`config.mk`:
```
export PLATFORM = sky130hd
export DESIGN_NAME = seg_display_mux
export DESIGN_NICKNAME = d
export VERILOG_FILES = /design/src/rtl/seg_display_pkg.sv /design/src/rtl/seg_hex_decode.sv /design/src/rtl/seg_display_mux.sv
export SDC_FILE = /design/constraint.sdc
export NUM_CORES = 1
export LEC_CHECK = 0
export CELL_PAD_IN_SITES_DETAIL_PLACEMENT = 1
export CELL_PAD_IN_SITES_GLOBAL_PLACEMENT = 2
export CORE_MARGIN = 3
export CORE_UTILIZATION = 35
export DETAILED_ROUTE_END_ITERATION = 10
export PLACE_DENSITY = 0.76
export SETUP_SLACK_MARGIN = 0.15
export SLEW_MARGIN = 5
export SYNTH_ARGS = -nofsm -noshare
export SYNTH_HDL_FRONTEND = slang
export SYNTH_SLANG_ARGS = --single-unit
```
`constraint.sdc`:
```
create_clock -name clk -period 6.9 [get_ports clk]
set_input_delay 0.69 -clock clk [delete_from_list [all_inputs] [get_ports clk]]
set_output_delay 0.69 -clock clk [all_outputs]
set_load 0.1 [all_outputs]
```
`src/rtl/seg_display_pkg.sv`:
```
// Shared constants, FSM state type and sizing helper for the multiplexed 7-segment driver.
package seg_display_pkg;

  // Active-low segment patterns, bit order {g,f,e,d,c,b,a}
  localparam logic [6:0] SEG_0     = 7'b1000000;
  localparam logic [6:0] SEG_1     = 7'b1111001;
  localparam logic [6:0] SEG_2     = 7'b0100100;
  localparam logic [6:0] SEG_3     = 7'b0110000;
  localparam logic [6:0] SEG_4     = 7'b0011001;
  localparam logic [6:0] SEG_5     = 7'b0010010;
  localparam logic [6:0] SEG_6     = 7'b0000010;
  localparam logic [6:0] SEG_7     = 7'b1111000;
  localparam logic [6:0] SEG_8     = 7'b0000000;
  localparam logic [6:0] SEG_9     = 7'b0011000;
  localparam logic [6:0] SEG_A     = 7'b0001000;
  localparam logic [6:0] SEG_B     = 7'b0000011;
  localparam logic [6:0] SEG_C     = 7'b1000110;
  localparam logic [6:0] SEG_D     = 7'b0100001;
  localparam logic [6:0] SEG_E     = 7'b0000110;
  localparam logic [6:0] SEG_F     = 7'b0001110;
  localparam logic [6:0] SEG_DASH  = 7'b0111111;
  localparam logic [6:0] SEG_BLANK = 7'b1111111;

  typedef enum logic [1:0] {IDLE, CONV, COMMIT} state_t;

  // Number of BCD nibbles needed to hold any DATA_W-bit binary value
  function automatic int unsigned bcd_digits(input int unsigned data_w);
    return (data_w + 2) / 3;
  endfunction

endpackage

```
`src/rtl/seg_hex_decode.sv`:
```
// Combinational 4-bit to active-low 7-segment lookup.
module seg_hex_decode
  import seg_display_pkg::*;
(
  input  logic [3:0] nibble,
  output logic [6:0] seg_c
);

  always_comb begin
    seg_c = SEG_BLANK;
    unique case (nibble)
      4'h0: seg_c = SEG_0;
      4'h1: seg_c = SEG_1;
      4'h2: seg_c = SEG_2;
      4'h3: seg_c = SEG_3;
      4'h4: seg_c = SEG_4;
      4'h5: seg_c = SEG_5;
      4'h6: seg_c = SEG_6;
      4'h7: seg_c = SEG_7;
      4'h8: seg_c = SEG_8;
      4'h9: seg_c = SEG_9;
      4'hA: seg_c = SEG_A;
      4'hB: seg_c = SEG_B;
      4'hC: seg_c = SEG_C;
      4'hD: seg_c = SEG_D;
      4'hE: seg_c = SEG_E;
      4'hF: seg_c = SEG_F;
    endcase
  end

endmodule

```
`src/rtl/seg_display_mux.sv`:
```
// Multi-digit 7-segment driver: hex or double-dabble decimal load, time-multiplexed scan.
// Optional leading-zero blanking enabled by defining SEG_LZB_EN.
module seg_display_mux
  import seg_display_pkg::*;
#(
  parameter int unsigned NUM_DIGITS = 4,
  parameter int unsigned DATA_W     = 16,
  parameter int unsigned CLK_DIV    = 50000
) (
  input  logic                  clk,
  input  logic                  rst,
  input  logic [DATA_W-1:0]     value_i,
  input  logic                  mode_i,
  input  logic                  valid_i,
  output logic                  ready_o,
  output logic                  ovf_o,
  output logic [6:0]            seg_o,
  output logic [NUM_DIGITS-1:0] an_n_o
);

  localparam int unsigned BCD_N     = bcd_digits(DATA_W);
  localparam int unsigned BCD_W     = 4 * BCD_N;
  localparam int unsigned DIG_W     = 4 * NUM_DIGITS;
  localparam int unsigned HEX_EXT_W = (DATA_W > DIG_W) ? DATA_W : DIG_W;
  localparam int unsigned BCD_EXT_W = (BCD_W > DIG_W) ? BCD_W : DIG_W;
  localparam int unsigned SCAN_W    = (NUM_DIGITS > 1) ? $clog2(NUM_DIGITS) : 1;
  localparam int unsigned DIV_W     = $clog2(CLK_DIV);
  localparam int unsigned ITER_W    = $clog2(DATA_W);

  state_t                       state;
  logic [DATA_W-1:0]            shift_q;
  logic [BCD_W-1:0]             bcd_q;
  logic [BCD_W-1:0]             bcd_adj;
  logic [ITER_W-1:0]            iter_q;
  logic [NUM_DIGITS-1:0][3:0]   digits_q;
  logic                         ovf_q;
  logic                         ready_q;
  logic [DIV_W-1:0]             presc_q;
  logic [SCAN_W-1:0]            scan_q;
  logic [6:0]                   seg_q;
  logic [NUM_DIGITS-1:0]        an_q;
  logic [HEX_EXT_W-1:0]         hex_ext;
  logic [BCD_EXT_W-1:0]         bcd_ext;
  logic [3:0]                   cur_nibble;
  logic [6:0]                   dec_seg;
  logic [6:0]                   seg_next;
  logic                         accept;

  assign accept  = valid_i && ready_q;
  assign hex_ext = HEX_EXT_W'(value_i);
  assign bcd_ext = BCD_EXT_W'(bcd_q);

  // Double-dabble correction step: +3 on every BCD nibble >= 5 before the shift
  always_comb begin
    bcd_adj = bcd_q;
    for (int i = 0; i < int'(BCD_N); i++) begin
      if (bcd_q[4*i +: 4] >= 4'd5) bcd_adj[4*i +: 4] = bcd_q[4*i +: 4] + 4'd3;
    end
  end

  // Load / conversion FSM; the digit register only changes on hex accept or COMMIT
  always_ff @(posedge clk or posedge rst) begin
    if (rst) begin
      state    <= IDLE;
      shift_q  <= '0;
      bcd_q    <= '0;
      iter_q   <= '0;
      digits_q <= '0;
      ovf_q    <= 1'b0;
      ready_q  <= 1'b1;
    end else begin
      unique case (state)
        IDLE: begin
          if (accept) begin
            if (!mode_i) begin
              digits_q <= hex_ext[DIG_W-1:0];
              ovf_q    <= |(hex_ext >> DIG_W);
            end else begin
              shift_q <= value_i;
              bcd_q   <= '0;
              iter_q  <= '0;
              ready_q <= 1'b0;
              state   <= CONV;
            end
          end
        end
        CONV: begin
          bcd_q   <= {bcd_adj[BCD_W-2:0], shift_q[DATA_W-1]};
          shift_q <= shift_q << 1;
          iter_q  <= iter_q + ITER_W'(1);
          if (iter_q == ITER_W'(DATA_W - 1)) state <= COMMIT;
        end
        COMMIT: begin
          digits_q <= bcd_ext[DIG_W-1:0];
          ovf_q    <= |(bcd_ext >> DIG_W);
          ready_q  <= 1'b1;
          state    <= IDLE;
        end
        default: state <= IDLE;
      endcase
    end
  end

  assign cur_nibble = digits_q[scan_q];

  seg_hex_decode u_dec (
    .nibble (cur_nibble),
    .seg_c  (dec_seg)
  );

`ifdef SEG_LZB_EN
  // lead_zero[i]: digit i and every digit above it are zero
  logic [NUM_DIGITS-1:0] lead_zero;
  always_comb begin
    lead_zero = '0;
    lead_zero[NUM_DIGITS-1] = (digits_q[NUM_DIGITS-1] == 4'd0);
    for (int i = int'(NUM_DIGITS) - 2; i >= 0; i--) begin
      lead_zero[i] = lead_zero[i+1] && (digits_q[i] == 4'd0);
    end
  end
`endif

  always_comb begin
    seg_next = dec_seg;
`ifdef SEG_LZB_EN
    if ((scan_q != '0) && lead_zero[scan_q]) seg_next = SEG_BLANK;
`endif
    if (ovf_q) seg_next = SEG_DASH;
  end

  // Refresh prescaler, scan index and registered pin drivers
  always_ff @(posedge clk or posedge rst) begin
    if (rst) begin
      presc_q <= '0;
      scan_q  <= '0;
      seg_q   <= SEG_BLANK;
      an_q    <= '1;
    end else begin
      if (presc_q == DIV_W'(CLK_DIV - 1)) begin
        presc_q <= '0;
        scan_q  <= (scan_q == SCAN_W'(NUM_DIGITS - 1)) ? '0 : scan_q + SCAN_W'(1);
      end else begin
        presc_q <= presc_q + DIV_W'(1);
      end
      an_q  <= ~(NUM_DIGITS'(1) << scan_q);
      seg_q <= seg_next;
    end
  end

  assign ready_o = ready_q;
  assign ovf_o   = ovf_q;
  assign seg_o   = seg_q;
  assign an_n_o  = an_q;

endmodule
```
==> metrics.md <==
| Metric | Value |
|---|---|
| Synth top cells by count | `dfrtp_1 (81), nor2_1 (54), nand2_1 (45), a21oi_1 (36), inv_1 (28)` |
| Largest net degree at the start of global routing | `73` |
| Area contributors post-synth | `dfrtp_1 (43%), dfstp_2 (6.7%), ha_1 (6.6%), nor2_1 (4.3%), a21oi_1 (3.8%)` |
| Overall global routing resource usage | `0.167` |
| Via density | `5.26` |
| CP Launch Point | `ready_o$_DFFE_PP1P_` |
| Design area | `5520 um^2` |
| Die Area | `14,900 um^2` |
| R2R depth | `6` |
| Number of global-route vias before repair | `3,766` |
| FF-to-FF End | `seg_o[3]$_DFF_PP1_` |
| Min-delay worst type | `reg2reg` |
| Die extent in x | `122 um` |
| Fin nets | `538` |
| Post-synthesis sequential area ratio | `0.495` |
| Filler cells | `1,458` |
| Placement Cell Area | `5220 um^2` |
| Root Driver | `clkbuf_16` |
| Syn_area_per_cell | `10.1 um^2` |
| CTS sink count | `93` |
| Most numerous cell in the Yosys netlist | `dfrtp_1` |
| CTS clk-pin slew, worst paths | `0.07 ns` |
| FF+latch count, synth | `93` |
| RSZ-0062 raised after global routing | `no` |
| CP Data Arrival Time | `2.06 ns` |
| Max Cap Viol | `0` |
| Worst R2R Setup Slack | `4.54 ns` |
| Setup crit end | `ready_o` |
| Dominant synthesized flop cell | `dfrtp_1` |
| Initial antenna violation count | `0` |
| Mapped Cells | `467` |
| Slew margin rel. | `0.283` |
| Diodes inserted | `0` |
| Simple-gate portion of the synthesized area | `0.148` |
| Worst path max stage delay | `1.14 ns` |
| First-pass GRT wire length | `19,400 um` |
| DRT met1 WL | `5340 um` |
| Final Cycle Share | `0.398` |
| Peak VDD IR | `0.000247 V` |
| Clk buf depth | `2` |
| CP max FO | `5` |
| Synthesized area | `4730 um^2` |
| Largest family of logic cells by synthesized area | `simple AND/OR/NAND/NOR gates` |
| CORE AREA | `12,900 um^2` |
| Critical path buffers and inverters | `1` |
| Post-CTS sizing | `0` |
| Status | `finished, final reports clean` |
| WL met2 | `5490 um` |
| Skew-Pair Late Insertion Delay | `0.35 ns` |
| Final worst path period need | `2.75 ns` |
| Max Fclk | `364 MHz` |
| Xor and xnor area share after synthesis | `0.0407` |
| Post-CTS Setup Bufs | `0` |
| Hpwl dp | `7810 um` |
| Die height | `122 um` |
| Largest delay contributor family on the critical path | `buffers and inverters` |
| Post-synthesis mux area share | `0.0614` |
| H-tree depth | `3` |
| Cts hold-fix bufs | `0` |
| Clk_skew | `0.00879 ns` |
| Slew Limit Fails | `0` |
| Syn-to-layout area delta | `16.6%` |
| Row count | `41` |
| WL final | `11,300 um` |
| Synth unique cells | `51` |
| Top cell type's share of synthesized area | `0.429` |
| WS Path Type | `reg2out` |
| DR pass1 iterations | `4` |
| Global route total overflow | `0` |
| Slowest CP cell | `clkdlybuf4s50_1` |
| Antenna Violating Nets Remaining | `0` |
| Vias | `3,522` |
| Pwr/cell area | `456 nW/um^2` |
| Tot Pwr | `2.51 mW` |
| Met3 WL | `302 um` |
| Final setup fails | `0` |
| Ys async rst share | `1.00` |
| Synth area leader | `dfrtp_1` |
| I/O pins | `33` |
| Start of the worst register-to-register path | `scan_q[0]$_DFFE_PP0N_` |
| CP Depth | `1` |
| Synth Area in Adders | `0.0661` |
| Worst-Margin Slew | `1.07 ns` |
| Worst setup SP type | `flip-flop` |
| Post-synth net total | `512` |
| DR WL/cell | `16.9 um` |
| Placer Congestion | `0.800` |
| Clock buffer count from CTS | `9` |
| CTS tree | `yes` |
| Leakage Power | `2.41 nW` |
| Count of warnings emitted by yosys | `0` |
| CP endpoint kind | `output port` |
| # port buffers | `32` |
| Synth Area in Compound Gates | `0.144` |
| Total Neg Setup Slack | `0 ns` |
| Top Metal Used | `met4` |
| Cells along the critical path | `clkdlybuf4s50_1` |
| Initial DRC count | `192` |
| Critical Path RT | `6.21 ns` |
| Hold_ws | `0.449 ns` |
| Final-report hold violation count | `0` |
| DRC errors left | `0` |
| Initial Util | `0.366` |
| Post-synth EDFFs | `0` |
| Layout cells sized above 1 | `0.0904` |
-- sequential cells by signal, indices dropped and copies added (netlist names) --
name,cells
state,2
an_n_o,4
ovf_o,1
presc_q,16
ready_o,1
shift_q,16
bcd_ext,24
digits_q,16
seg_o,7
scan_q,2
iter_q,4
-- metrics by stage --
| step | std cells | utilization | setup WS (ns) |
|---|---|---|---|
| after floorplan | 467 | - | 3.81 |
| after global placement | 654 | 0.403 | 4.12 |
| after detailed placement | 654 | 0.403 | 4.05 |
| after CTS | 670 | 0.427 | 4.14 |
| after global routing | 670 | 0.427 | 4.10 |
| final | 670 | 0.427 | 4.15 |
-- cell usage in the layout, fill, tap and decap left out, types with 2 or more instances in the layout --
master,instances
a21oi_1,35
a21oi_2,2
a22o_1,8
a31oi_1,17
a32o_1,6
and4_1,3
buf_4,5
clkbuf_16,9
clkdlybuf4s50_1,32
clkinvlp_4,2
dfrtp_1,81
dfstp_2,12
ha_1,25
inv_1,27
mux2i_1,17
mux4_1,2
mux4_2,2
nand2_1,45
nand2b_1,8
nand3_1,9
nand3b_1,2
nand4_1,3
nor2_1,53
nor2b_1,2
nor3_1,5
nor3b_1,2
nor4b_1,2
o21ai_0,14
o221ai_1,2
o22ai_1,8
o31ai_1,7
o32ai_1,4
or3_1,2
xnor2_1,10
xor2_1,12
-- area by class of cell --
type / count / area (um^2) / area share
well taps: 172 / 215 / 0.0390
multi-input cells: 324 / 2190 / 0.397
flip-flops and latches: 93 / 2340 / 0.425
clock buffers: 11 / 243 / 0.0440
repair buffers: 37 / 358 / 0.0649
inverters: 28 / 108 / 0.0195
clock inverters: 5 / 58.8 / 0.0107
-- worst min path at each step --
stage	from	endpoint	slack (ns)	cells after the start
after floorplan	shift_q[15]$_DFFE_PP0P_	bcd_ext[0]$_DFFE_PP0P_	0.45	2
after global placement	ovf_o$_DFFE_PP0P_	seg_o[6]$_DFF_PP1_	0.44	1
after detailed placement	ovf_o$_DFFE_PP0P_	seg_o[6]$_DFF_PP1_	0.45	1
after CTS	ovf_o$_DFFE_PP0P_	seg_o[6]$_DFF_PP1_	0.46	1
after global routing	ovf_o$_DFFE_PP0P_	seg_o[6]$_DFF_PP1_	0.48	1
final	ovf_o$_DFFE_PP0P_	seg_o[6]$_DFF_PP1_	0.45	1
-- kinds of logic after synthesis --
kind of cell | after synthesis
flops | 93
buf+inv | 50
compound gates | 107
mux | 22
simple gates | 148
fa+ha+maj | 25
xor+xnor | 22
-- layer usage --
layer,up-vias,global-route usage
li1,1691,-
met1,1774,0.219
met2,42,0.277
met3,15,0.0290
met4,0,0.0651
met5,-,0
-- power breakdown --
group	internal, mW	switching, mW
registers	0.756	0.133
logic	0.413	0.702
clock network	0.292	0.217
total	1.46	1.05
No activity file was read; power rests on OpenSTA's default activity.
